[src/rtl/csr_tohost_if.sv]
// CSR-side write port and host-side FIFO drain port of the tohost reader.
// The slave modport is the reader itself; the master modport is the core/host side.
interface csr_tohost_if #(
  parameter int unsigned DWIDTH = 32,
  parameter int unsigned DEPTH  = 4
);
  localparam int unsigned LW = $clog2(DEPTH) + 1;

  logic              csr_we;
  logic [11:0]       csr_addr;
  logic [2:0]        csr_func;
  logic [DWIDTH-1:0] csr_data_in;
  logic [DWIDTH-1:0] csr_rdata;

  logic              host_valid;
  logic [DWIDTH-1:0] host_data;
  logic              host_ready;

  logic              overflow;
  logic              overflow_clr;
  logic [LW-1:0]     level;

  modport slave (
    input  csr_we, csr_addr, csr_func, csr_data_in, host_ready, overflow_clr,
    output csr_rdata, host_valid, host_data, overflow, level
  );

  modport master (
    output csr_we, csr_addr, csr_func, csr_data_in, host_ready, overflow_clr,
    input  csr_rdata, host_valid, host_data, overflow, level
  );
endinterface

[src/rtl/csr_tohost_reader.sv]
// Shadow register for the tohost CSR; every write event is queued in a small FIFO
// for the host to drain, with a sticky overflow flag when a write finds no space.
module csr_tohost_reader #(
  parameter int unsigned DWIDTH      = 32,
  parameter logic [11:0] TOHOST_ADDR = 12'h51E,
  parameter int unsigned DEPTH       = 4
) (
  input logic          clk,
  input logic          rst_n,
  csr_tohost_if.slave  bus_io
);

  localparam int unsigned PW = $clog2(DEPTH);
  localparam int unsigned LW = PW + 1;
  localparam logic [LW-1:0] FullLevel = LW'(DEPTH);

  logic [DWIDTH-1:0] shadow_q, shadow_d;
  logic [DWIDTH-1:0] mem_q [DEPTH];
  logic [PW-1:0]     wr_ptr_q, wr_ptr_d;
  logic [PW-1:0]     rd_ptr_q, rd_ptr_d;
  logic [LW-1:0]     level_q, level_d;
  logic              overflow_q, overflow_d;

  logic              func_ok;
  logic              wr_event;
  logic [DWIDTH-1:0] new_val;
  logic              full;
  logic              pop;
  logic              push;

  // Decode: funct3 000 and 100 are not CSR read-modify-write forms.
  always_comb begin
    func_ok = 1'b0;
    new_val = shadow_q;
    unique case (bus_io.csr_func[1:0])
      2'b01: begin
        func_ok = 1'b1;
        new_val = bus_io.csr_data_in;
      end
      2'b10: begin
        func_ok = 1'b1;
        new_val = shadow_q | bus_io.csr_data_in;
      end
      2'b11: begin
        func_ok = 1'b1;
        new_val = shadow_q & ~bus_io.csr_data_in;
      end
      default: begin
        func_ok = 1'b0;
        new_val = shadow_q;
      end
    endcase
  end

  assign wr_event = bus_io.csr_we && (bus_io.csr_addr == TOHOST_ADDR) && func_ok;

  // Control derives only from level/pointers, never from RAM contents.
  assign full = (level_q == FullLevel);
  assign pop  = (level_q != '0) && bus_io.host_ready;
  assign push = wr_event && (!full || pop);

  always_comb begin
    shadow_d   = wr_event ? new_val : shadow_q;
    wr_ptr_d   = push ? wr_ptr_q + PW'(1) : wr_ptr_q;
    rd_ptr_d   = pop  ? rd_ptr_q + PW'(1) : rd_ptr_q;
    level_d    = level_q;
    if (push && !pop) begin
      level_d = level_q + LW'(1);
    end else if (pop && !push) begin
      level_d = level_q - LW'(1);
    end
    // A dropped write beats a simultaneous clear.
    overflow_d = overflow_q;
    if (wr_event && !push) begin
      overflow_d = 1'b1;
    end else if (bus_io.overflow_clr) begin
      overflow_d = 1'b0;
    end
  end

  always_ff @(posedge clk or negedge rst_n) begin
    if (!rst_n) begin
      shadow_q   <= '0;
      wr_ptr_q   <= '0;
      rd_ptr_q   <= '0;
      level_q    <= '0;
      overflow_q <= 1'b0;
    end else begin
      shadow_q   <= shadow_d;
      wr_ptr_q   <= wr_ptr_d;
      rd_ptr_q   <= rd_ptr_d;
      level_q    <= level_d;
      overflow_q <= overflow_d;
    end
  end

  // Storage is not reset; stale entries are unreachable once the pointers clear.
  always_ff @(posedge clk) begin
    if (push && rst_n) begin
      mem_q[wr_ptr_q] <= new_val;
    end
  end

  assign bus_io.csr_rdata  = shadow_q;
  assign bus_io.host_valid = (level_q != '0);
  assign bus_io.host_data  = mem_q[rd_ptr_q];
  assign bus_io.overflow   = overflow_q;
  assign bus_io.level      = level_q;

endmodule
[src/flat_wrapper.sv]
// flat-port wrapper written by rule: the top's interface ports become plain ports
module csr_tohost_reader_flat 
#(
  parameter int unsigned DWIDTH      = 32,
  parameter logic [11:0] TOHOST_ADDR = 12'h51E,
  parameter int unsigned DEPTH       = 4
)
  (clk, rst_n, bus_io_csr_we, bus_io_csr_addr, bus_io_csr_func, bus_io_csr_data_in, bus_io_host_ready, bus_io_overflow_clr, bus_io_csr_rdata, bus_io_host_valid, bus_io_host_data, bus_io_overflow, bus_io_level);
  csr_tohost_if #(.DWIDTH(DWIDTH), .DEPTH(DEPTH)) bus_io_i ();
  input logic clk;
  input logic rst_n;
  input wire logic [$bits(bus_io_i.csr_we)-1:0] bus_io_csr_we;
  input wire logic [$bits(bus_io_i.csr_addr)-1:0] bus_io_csr_addr;
  input wire logic [$bits(bus_io_i.csr_func)-1:0] bus_io_csr_func;
  input wire logic [$bits(bus_io_i.csr_data_in)-1:0] bus_io_csr_data_in;
  input wire logic [$bits(bus_io_i.host_ready)-1:0] bus_io_host_ready;
  input wire logic [$bits(bus_io_i.overflow_clr)-1:0] bus_io_overflow_clr;
  output wire logic [$bits(bus_io_i.csr_rdata)-1:0] bus_io_csr_rdata;
  output wire logic [$bits(bus_io_i.host_valid)-1:0] bus_io_host_valid;
  output wire logic [$bits(bus_io_i.host_data)-1:0] bus_io_host_data;
  output wire logic [$bits(bus_io_i.overflow)-1:0] bus_io_overflow;
  output wire logic [$bits(bus_io_i.level)-1:0] bus_io_level;
  assign bus_io_i.csr_we = bus_io_csr_we;
  assign bus_io_i.csr_addr = bus_io_csr_addr;
  assign bus_io_i.csr_func = bus_io_csr_func;
  assign bus_io_i.csr_data_in = bus_io_csr_data_in;
  assign bus_io_i.host_ready = bus_io_host_ready;
  assign bus_io_i.overflow_clr = bus_io_overflow_clr;
  assign bus_io_csr_rdata = bus_io_i.csr_rdata;
  assign bus_io_host_valid = bus_io_i.host_valid;
  assign bus_io_host_data = bus_io_i.host_data;
  assign bus_io_overflow = bus_io_i.overflow;
  assign bus_io_level = bus_io_i.level;
  csr_tohost_reader #(.DWIDTH(DWIDTH), .TOHOST_ADDR(TOHOST_ADDR), .DEPTH(DEPTH)) u_core (.clk(clk), .rst_n(rst_n), .bus_io(bus_io_i));
endmodule
[config.mk]
export PLATFORM = sky130hd
export DESIGN_NAME = csr_tohost_reader_flat
export DESIGN_NICKNAME = d
export VERILOG_FILES = /design/src/rtl/csr_tohost_if.sv /design/src/rtl/csr_tohost_reader.sv /design/src/flat_wrapper.sv
export SDC_FILE = /design/constraint.sdc
export NUM_CORES = 1
export LEC_CHECK = 0
export BUFFER_PORTS_ARGS = -buffer_cell sky130_fd_sc_hd__clkbuf_2
export CAP_MARGIN = 0
export CORE_MARGIN = 2
export CORE_UTILIZATION = 56
export DETAILED_ROUTE_END_ITERATION = 6
export PLACE_DENSITY = 0.78
export SLEW_MARGIN = 5
export SYNTH_ARGS = -nofsm -noshare
export SYNTH_HDL_FRONTEND = slang
export SYNTH_SLANG_ARGS = --single-unit
[constraint.sdc]
create_clock -name clk -period 2.9 [get_ports clk]
set_input_delay 0.145 -clock clk [delete_from_list [all_inputs] [get_ports clk]]
set_output_delay 0.145 -clock clk [all_outputs]
set_load 0.02 [all_outputs]
==> key figures <==
Yosys
  • Syn Inst Count: between 400 and 500
  • Post-synthesis sequential area ratio: 0.6599
  • Syn Nets: around 480
  • Multiplexer share of the synthesized area: 0.1656
  • Synth warn: 0
  • Yosys reg bits: around 170
  • Post-synthesis average cell area: around 17 um^2
  • Post-synthesis cell type count: 30
  • Post-Synth Simple-Gate Area: 0.06271
  • Largest family of logic cells by synthesized area: multiplexers
  • Cell area after synthesis: roughly 7300 um^2
  • Complex-gate fraction of the synthesized area: 0.06629
  • XOR/XNOR Fraction of Synth Area: 0.007157
  • Post-Synth Adder-Cell Area: 0.01125

Detailed routing
  • DR vias/cell: 5.789
  • Routed Antenna Nets: 0
  • 1st-iter DRT viols: between 200 and 300
  • Vias after detailed routing: ~4.2k
  • Post-Route WL: 15.00 mm
  • Drt pass-1 iters: 4
  • DRC errors left: 0
  • WL/cell: between 20 and 25 um

Setup path
  • Flop2flop setup slack: between 0.5 and 0.6 ns
  • CP required: between 3 and 4 ns
  • Worst R2R Start: u_core.bus_io.level[0]
  • Crit path to: u_core.bus_io.level[1]
  • Max Fanout on Critical Path: 7
  • Critical Path Sink Type: flop
  • FF-to-FF End: u_core.bus_io.level[1]
  • Critical path origin: u_core.bus_io.level[0]
  • CP startpoint kind: flop
  • Reg2reg path depth: 6
  • WS Path Type: reg2reg
  • CP arrival: around 2.7 ns

Clock network
  • Root Buffer: clkbuf_16
  • Clock buffer depth: 2
  • Clock transition at the registers of the reported paths: about 0.060 ns
  • Clk sinks: ~170
  • CTS tree: done
  • Clk Latency, worst-skew pair: between 0.4 and 0.5 ns
  • CTS buffer count: 17
  • Htree depth: 4

Die
  • Die ar.: ~14000 um^2
  • Num ports: 121
  • Starting Density: 0.5771
  • Die Ht: roughly 120 um
  • Row cnt: 41
  • Die width: about 120 um
  • Core box area: about 13000 um^2

Run
  • Max cap viols: 0

Pwr
  • P per Cell Area: around 740 nW/um^2
  • Peak supply drop: around 0.49 mV
  • Pleak: around 0.0033 uW

Global route
  • Antenna violations before repair: 0
  • Number of global-route vias before repair: 4344
  • Overall Global Routing Usage: 0.2256
  • Grt ovf: 0
  • Largest net degree at the start of global routing: 43
  • First-pass GRT wire length: roughly 24 mm

Placement
  • Final Wtd Congestion: between 0.7 and 0.8
  • HPWL Detailed: around 9.7 mm
  • Port Buffers: around 120

Worst hold path
  • Hold wc startpoint: bus_io_host_ready
  • Worst Hold Class: in2reg

STA
  • Unrepaired setup endpoints after global routing: false
  • Layout Skew: roughly 0.0087 ns
  • Slew margin rel.: 0.4359
  • Fin. Hold Viols: 0
  • Setup_tns: 0 ns
  • Final setup viols: 0
  • Max Clk Rate: between 400 and 500 MHz
  • WHS: about 0.011 ns
  • Part of the cycle the worst path needs: 0.8140
  • Worst Tran Pin Value: approximately 0.85 ns
  • Final Slew Violations: 0
  • Shortest period the worst path allows: 2.361 ns

Layout
  • N_diodes: 0
  • Fillers: slightly below 900
  • Nets: 607
  • Share of cells above drive strength 1: 0.4217
  • Syn-to-layout area delta: 18.76%

Run status
  • Status: completed
## through the flow
| step | instances | setup WS (ns) | util | instance area, um^2 | power [uW] |
|---|---|---|---|---|---|
| global route | 734 | 0.4156 | 0.6854 | 8720 | 6731 |
| CTS | 734 | 0.5303 | 0.6854 | 8720 | 6546 |
| finish | 734 | 0.5394 | 0.6854 | 8720 | 6485 |
| global placement | 700 | 0.4705 | 0.6384 | 8122 | 4363 |
| floorplan | 426 | 0.4840 | - | 7342 | 3872 |
| detailed placement | 700 | 0.3532 | 0.6384 | 8122 | 4385 |
## how the worst min path moves through the flow
| stage | end | cells after the start |
|---|---|---|
| floorplan | u_core.bus_io.csr_rdata[0] | 0 |
| global placement | u_core.wr_ptr_q[0] | 1 |
| detailed placement | u_core.wr_ptr_q[0] | 1 |
| CTS | u_core.rd_ptr_q[0] | 3 |
| global route | u_core.rd_ptr_q[0] | 3 |
| finish | u_core.rd_ptr_q[0] | 3 |
## worst max-delay path, cell delays in order, from the launching register on
cell	delay (ns)
dfrtp_1	0.44
or4b_1	0.56
and3_1	0.25
ha_1	0.25
inv_1	0.08
fa_1	0.40
mux2_2	0.27
## synthesized netlist by cell type
master	number	area, um^2
nand4b_1	1	8.760
nand3_1	1	5.000
buf_1	1	3.750
xnor2_1	4	35.03
nand2_1	3	11.26
or4b_4	1	13.76
clkbuf_1	12	45.04
mux2_1	1	11.26
or3_1	1	6.260
mux2_4	30	450.4
nor2_1	34	127.6
nor3_4	1	16.27
nor2b_1	32	200.2
o22ai_1	1	6.260
mux2_2	3	33.78
and2_1	1	6.260
dfrtp_1	40	1001
and3_1	5	31.28
fa_1	1	20.02
buf_2	11	55.05
inv_1	4	15.01
buf_12	4	80.08
xor2_1	2	17.52
or4b_1	1	10.01
nor4b_2	1	15.01
ha_1	5	62.56
edfxtp_1	128	3844
and2_4	1	8.760
a211oi_1	64	480.5
mux4_2	32	720.7
## power breakdown
part | leakage [uW] | internal (uW) | switching [uW]
logic | 0.00135 | 686 | 813
registers | 0.00171 | 2640 | 171
clock network | 0.000279 | 1210 | 960
## flip-flops by register name (all words and copies together), names as in the netlist
| name | cells |
|---|---|
| u_core.wr_ptr_q | 2 |
| u_core.bus_io.level | 3 |
| u_core.bus_io.csr_rdata | 32 |
| u_core.mem_q | 128 |
| u_core.bus_io.overflow | 1 |
| u_core.rd_ptr_q | 2 |
## cell usage in the layout, fill, tap and decap left out, drive strengths merged
cell type    synthesis  layout
clkinvlp             0       2
nand2                3       3
nor2                34      34
nor3                 1       1
and2                 2       2
and3                 5       5
buf                 16      11
fa                   1       1
inv                  4      14
xnor2                4       4
edfxtp             128     128
ha                   5       5
dlygate4sd3          0       2
nand3                1       1
dfrtp               40      40
nor4b                1       1
or4b                 2       2
clkbuf              12     136
nor2b               32      32
nand4b               1       1
mux4                32      32
clkinv               0       2
a211oi              64      64
bufinv               0       1
xor2                 2       2
or3                  1       1
mux2                34      34
o22ai                1       1
## metal layers
| layer | wire length (um) | part of all wire | global-route usage | vias to the layer above |
|---|---|---|---|---|
| met5 | 0 | 0 | 0 | - |
| met1 | 5931 | 0.40 | 0.2829 | 2153 |
| met3 | 799 | 0.053 | 0.04247 | 17 |
| met4 | 295 | 0.020 | 0.09301 | 0 |
| li1 | - | - | - | 1930 |
| met2 | 7977 | 0.53 | 0.3884 | 149 |
## area by class of cell
cell class / count / area [um^2] / share of cell area
inverters: 4 / 15.01 / 0.001722
repair buffers: 132 / 760.7 / 0.08724
clock buffers: 17 / 425.4 / 0.04879
multi-input cells: 226 / 2303 / 0.2642
clock inverters: 15 / 152.6 / 0.01751
well taps: 172 / 215.2 / 0.02468
flip-flops and latches: 168 / 4847 / 0.5559
## cell families (layout without fill, tap and decap cells)
group                    Yosys count  in the layout
AND/OR/NAND/NOR                   83             83
XOR/XNOR                           6              6
multiplexers                      66             66
buffers and inverters             32            168
flip-flops                       168            168
adder cells (fa/ha/maj)            6              6
AO/OA/AOI/OAI                     65             65
## what timing repair did
action | CTS | global route
buffers inserted | 0 | 0
hold buffers | 2 | 0
endpoints found under the hold margin | 19 | 0
gates resized for setup | 0 | 0
Power figures use the tool's default switching activity.
